## src/rtl/tdm_demux_pkg.sv

```systemverilog
// tdm_demux_pkg: shared FSM state type and default frame size for the TDM demux
package tdm_demux_pkg;
    typedef enum logic {HUNT, LOCKED} state_t;
    localparam int TDM_N_CH_DEFAULT = 8;
endpackage

```

## src/rtl/tdm_slot_ctr.sv

```systemverilog
// tdm_slot_ctr: slot index counter with clear, load-1 and wrapping increment
module tdm_slot_ctr #(
    parameter int N_CH  = 8,
    parameter int SEL_W = $clog2(N_CH)
) (
    input  logic             clk,
    input  logic             rst,
    input  logic             clr,
    input  logic             load1,
    input  logic             inc,
    output logic [SEL_W-1:0] cnt
);
    always_ff @(posedge clk or posedge rst) begin
        if (rst) cnt <= '0;
        else if (clr) cnt <= '0;
        else if (load1) cnt <= SEL_W'(1);
        else if (inc) cnt <= (cnt == SEL_W'(N_CH - 1)) ? '0 : cnt + 1'b1;
    end
endmodule

```

## src/rtl/tdm_demux8.sv

```systemverilog
// tdm_demux8: serial TDM frame demux with sync lock; TDM_DEMUX_ERRCNT_EN adds err_count
module tdm_demux8 import tdm_demux_pkg::*; #(
    parameter int N_CH  = TDM_N_CH_DEFAULT,
    parameter int SEL_W = $clog2(N_CH)
) (
    input  logic             clk,
    input  logic             rst,
    input  logic             din,
    input  logic             din_valid,
    input  logic             frame_sync,
    output logic [N_CH-1:0]  out,
    output logic             out_valid,
    output logic [SEL_W-1:0] sel,
    output logic             locked,
    output logic             frame_err
`ifdef TDM_DEMUX_ERRCNT_EN
    ,output logic [7:0]      err_count
`endif
);
    state_t state, state_nxt;
    logic [N_CH-1:0] shadow, shadow_nxt;
    logic [SEL_W-1:0] slot;
    logic at_zero, at_last, drop, take, sync_err, done;

    // A sync beat always lands in slot 0, whichever state it interrupts
    always_comb begin
        at_zero    = sel == '0;
        at_last    = sel == SEL_W'(N_CH - 1);
        drop       = din_valid && state == LOCKED && at_zero && !frame_sync;
        take       = din_valid && (frame_sync || state == LOCKED) && !drop;
        sync_err   = din_valid && state == LOCKED && (at_zero != frame_sync);
        done       = take && !frame_sync && at_last;
        slot       = frame_sync ? '0 : sel;
        shadow_nxt = shadow;
        shadow_nxt[slot] = din;
        state_nxt  = take ? LOCKED : drop ? HUNT : state;
    end

    always_ff @(posedge clk or posedge rst) begin
        if (rst) begin
            state     <= HUNT;
            shadow    <= '0;
            out       <= '0;
            out_valid <= 1'b0;
            frame_err <= 1'b0;
        end else begin
            state     <= state_nxt;
            shadow    <= take ? shadow_nxt : shadow;
            out       <= done ? shadow_nxt : out;
            out_valid <= done;
            frame_err <= sync_err;
        end
    end

    tdm_slot_ctr #(.N_CH(N_CH), .SEL_W(SEL_W)) u_ctr (
        .clk   (clk),
        .rst   (rst),
        .clr   (drop),
        .load1 (take && frame_sync),
        .inc   (take && !frame_sync),
        .cnt   (sel)
    );

    assign locked = state == LOCKED;

`ifdef TDM_DEMUX_ERRCNT_EN
    always_ff @(posedge clk or posedge rst) begin
        if (rst) err_count <= '0;
        else if (frame_err && err_count != 8'hff) err_count <= err_count + 1'b1;
    end
`endif
endmodule

```

## config.mk

```make
export PLATFORM = sky130hd
export DESIGN_NAME = tdm_demux8
export DESIGN_NICKNAME = d
export VERILOG_FILES = /design/src/rtl/tdm_demux_pkg.sv /design/src/rtl/tdm_slot_ctr.sv /design/src/rtl/tdm_demux8.sv
export SDC_FILE = /design/constraint.sdc
export NUM_CORES = 1
export LEC_CHECK = 0
export CAP_MARGIN = 20
export CORE_MARGIN = 8
export CORE_UTILIZATION = 46
export DETAILED_ROUTE_END_ITERATION = 8
export PLACE_DENSITY = 0.73
export REMOVE_ABC_BUFFERS = 1
export SYNTH_ARGS = -nofsm -noshare
export SYNTH_HDL_FRONTEND = slang
export SYNTH_SLANG_ARGS = --single-unit
```

## constraint.sdc

```tcl
create_clock -name clk -period 1.8 [get_ports clk]
set_input_delay 0.27 -clock clk [delete_from_list [all_inputs] [get_ports clk]]
set_output_delay 0.27 -clock clk [all_outputs]
set_load 0.02 [all_outputs]
```

==> reports/qor.tcl <==
set qor(run_status) {finished, final reports clean}
set qor(cp.arrival_ps) 1480
set qor(via_count) 862
set qor(clk_pin_slew_ps) 120
set qor(cts.htree.levels) 1
set qor(die_h_microns) 65.2
set qor(ioPinCount) 19
set qor(floorplan.initialDensity_pct) 46.7
set qor(worst_path_dominant_cell_family) {buffers and inverters}
set qor(layout_common_cells) {sky130_fd_sc_hd__dfrtp_1, sky130_fd_sc_hd__clkdlybuf4s50_1, sky130_fd_sc_hd__buf_4}
set qor(critPathMaxStageDelay_ps) 610
set qor(layout-drive-gt1-share_pct) 26.1
set qor(fillerInstances) 220
set qor(synth-warning-count) 0
set qor(pin_count_of_the_biggest_net_entering_global_routing) 23
set qor(dpl.cell_count) 160
set qor(grt_usage_pct) 12.1
set qor(worst_setup_path_startpoint) {u_ctr.cnt[1]}
set qor(synth_area_sq_um) 1110
set qor(worst-path-buf-inv) 2
set qor(synth.largest_area_cell) {sky130_fd_sc_hd__dfrtp_1}
set qor(synthesis.instances) 103
set qor(timing.final.crit_share_pct) 97.0
set qor(cts_tree) {built}
set qor(detail_route.first_pass.iterations) 4
set qor(syn-mean-instance-area_sq_um) 10.8
set qor(post-route-cell-area_sq_um) 1460
set qor(post_dp_cell_area_sq_um) 1410
set qor(synth_cell_types) 32
set qor(setup-violations-final) 0
set qor(grt_setup_unrepaired) {false}
set qor(fmaxAchievable_mhz) 573
set qor(overflow) 0
set qor(cts_sinks) 22
set qor(antenna_cells) 0
set qor(post-dp-hpwl_mm) 1.81
set qor(grt_pass1_wl_mm) 4.09
set qor(yosys_top_cell_area_share_pct) 49.4
set qor(fin_nets) 143
set qor(hold-worst-slack_ps) 268
set qor(cell_breakdown_of_the_critical_path) {buf_4, clkdlybuf4s50_1}
set qor(final_common_cell) {sky130_fd_sc_hd__dfrtp_1}
set qor(post_drt_via_cell_ratio) 5.26
set qor(max-clock-path-buffers) 2
set qor(design.core.area_sq_um) 2390
set qor(reg2reg_setup_slack_ps) 70
set qor(report.final.slew_viol_count) 0
set qor(area_of_the_die_sq_um) 4250
set qor(postLayoutSetupSlackWorst_ps) 54.1
set qor(die_w_microns) 65.2
set qor(stdcell_count) 164
set qor(yosys-top-cells-area) {sky130_fd_sc_hd__dfrtp_1, sky130_fd_sc_hd__mux2_2, sky130_fd_sc_hd__mux2i_1}
set qor(dpl_worst_slack_ps) -174
set qor(drcViolationCount) 0
set qor(timing_hold_violations_final) 0
set qor(worst_setup_path_class) {flop to output port}
set qor(cp-end-kind) {output port}
set qor(cts_hold_buf) 0
set qor(fp-row-count) 18
set qor(post_route_antenna_net_violation_count) 0
set qor(root_buffer) {sky130_fd_sc_hd__clkbuf_4}
set qor(drt_iter0_drc) 22
set qor(finClkSkew_ps) 1.89
set qor(worst-r2r-cell-count) 6
set qor(cts_inserted_buffers) 3
set qor(wl_per_cell_microns) 14.4
set qor(power.density_nw_per_um2) 951
set qor(crit_required_ps) 1530
set qor(gp_routability_congestion) 0.850
set qor(drt_wl_total_mm) 2.37
set qor(cp-start-kind) {flop}
set qor(worst_slew_margin_rel_pct) 77.2
set qor(number_of_global_route_vias_before_repair) 936
set qor(cellLeakagePower_nw) 0.659
set qor(ys_seq_elements) 22
set qor(synthToLayoutAreaGrowth_pct) 30.6
set qor(ir_worst_vdd_v) 0.000642
set qor(setup_tns_ps) 0
set qor(tightestPinTransition_ps) 340
set qor(cp_max_fo) 8
set qor(antenna_found_initial) 0
set qor(regToRegStartpoint) {u_ctr.cnt[0]}
set qor(port_buffers) 18
set qor(hold_path.class) {primary input to async pin}
set qor(clk-insertion-delay-late_ps) 320
set qor(final.min_clock_period_ps) 1750
set qor(crit_path_top_delay_cell) {sky130_fd_sc_hd__clkdlybuf4s50_1}
set qor(drv.max_cap_violation_count) 0
set qor(reg2reg_to) {shadow[1]}
set qor(synth.yosys.seq_area_share_pct) 49.4
## cells in the mapped netlist, drive strengths merged
master   n
nor4b    1
nand4    1
a32o     1
a21o     1
a22o     1
nor4     1
o21ai   10
nand3    2
xor2     1
nand2    7
or2b     1
o31a     1
inv      7
ha       3
nor2b    2
nand2b   3
mux2i    6
nor2     6
buf      2
or3b     1
o22ai    1
clkbuf   3
a21oi    1
mux2    12
nor3     4
dfrtp   22
a31oi    1
or3      1
## worst max path at each step
| stage | endpoint | slack [ps] | cells past startpoint |
|---|---|---|---|
| 2_1_floorplan | shadow[1] | -210 | 6 |
| 3_3_place_gp | shadow[1] | -90 | 5 |
| 3_5_place_dp | shadow[1] | -170 | 5 |
| 4_1_cts | shadow[1] | 20 | 6 |
| 5_1_grt | sel[1] | 4 | 2 |
| 6_report | sel[1] | 50 | 2 |
## report_power, final
part           switching (W)  total (W)  leakage (nW)  internal [W]
combinational       0.000235   0.000475         0.343      0.000240
clock               0.000157   0.000281        0.0210      0.000124
sequential         0.0000479   0.000629         0.295      0.000581
total               0.000440    0.00139         0.659      0.000945
## per-layer routing
layer | routed length (microns) | global-route usage (%)
met3 | 185 | 4.25
met1 | 1030 | 13.9
met4 | 38 | 4.90
met5 | 0 | 0
met2 | 1120 | 20.0
## logic make-up (layout without fill, tap and decap cells)
kind of cell	after synthesis	in the layout	synth area share (%)
muxes	18	18	18.2
buffers and inverters	12	43	4.71
and+or+nand+nor	30	30	14.4
xor gates and xnor gates	1	1	0.786
adders and majority gates	3	3	3.37
AOI/OAI and AO/OA	17	17	9.20
DFF	22	22	49.4
## worst reg2reg max path, stage by stage (launching register included)
cell,delay (ps)
sky130_fd_sc_hd__dfrtp_1,370
sky130_fd_sc_hd__inv_1,70
sky130_fd_sc_hd__ha_2,200
sky130_fd_sc_hd__nand2b_1,110
sky130_fd_sc_hd__or3b_4,410
sky130_fd_sc_hd__nor3_2,130
sky130_fd_sc_hd__mux2_1,340
## sequential cells by signal, indices dropped and copies added, names as in the netlist
register / flops
out_valid: 1
shadow: 8
frame_err: 1
locked: 1
u_ctr.cnt: 3
out: 8
## layout make-up
type / count / area (sq um) / share of cell area (%)
multi-input cells: 69 / 522 / 35.8
repair buffers: 32 / 284 / 19.5
flip-flops and latches: 22 / 551 / 37.8
inverters: 7 / 26.3 / 1.80
clock buffers: 4 / 36.3 / 2.49
well taps: 30 / 37.5 / 2.58
## through the flow
| step | total power, W | util, % |
|---|---|---|
| after floorplan | 0.000920 | - |
| after global placement | 0.00110 | 59.1 |
| after detailed placement | 0.00111 | 59.1 |
| after CTS | 0.00139 | 60.8 |
| after global routing | 0.00146 | 61.0 |
| final | 0.00139 | 61.0 |
## repair_timing
action,in CTS,in global routing
setup buffers,0,0
pin swaps,0,0
resized for setup,2,2
setup endpoints to repair,2,4
Note: power is estimated with default switching activity, not from simulation.
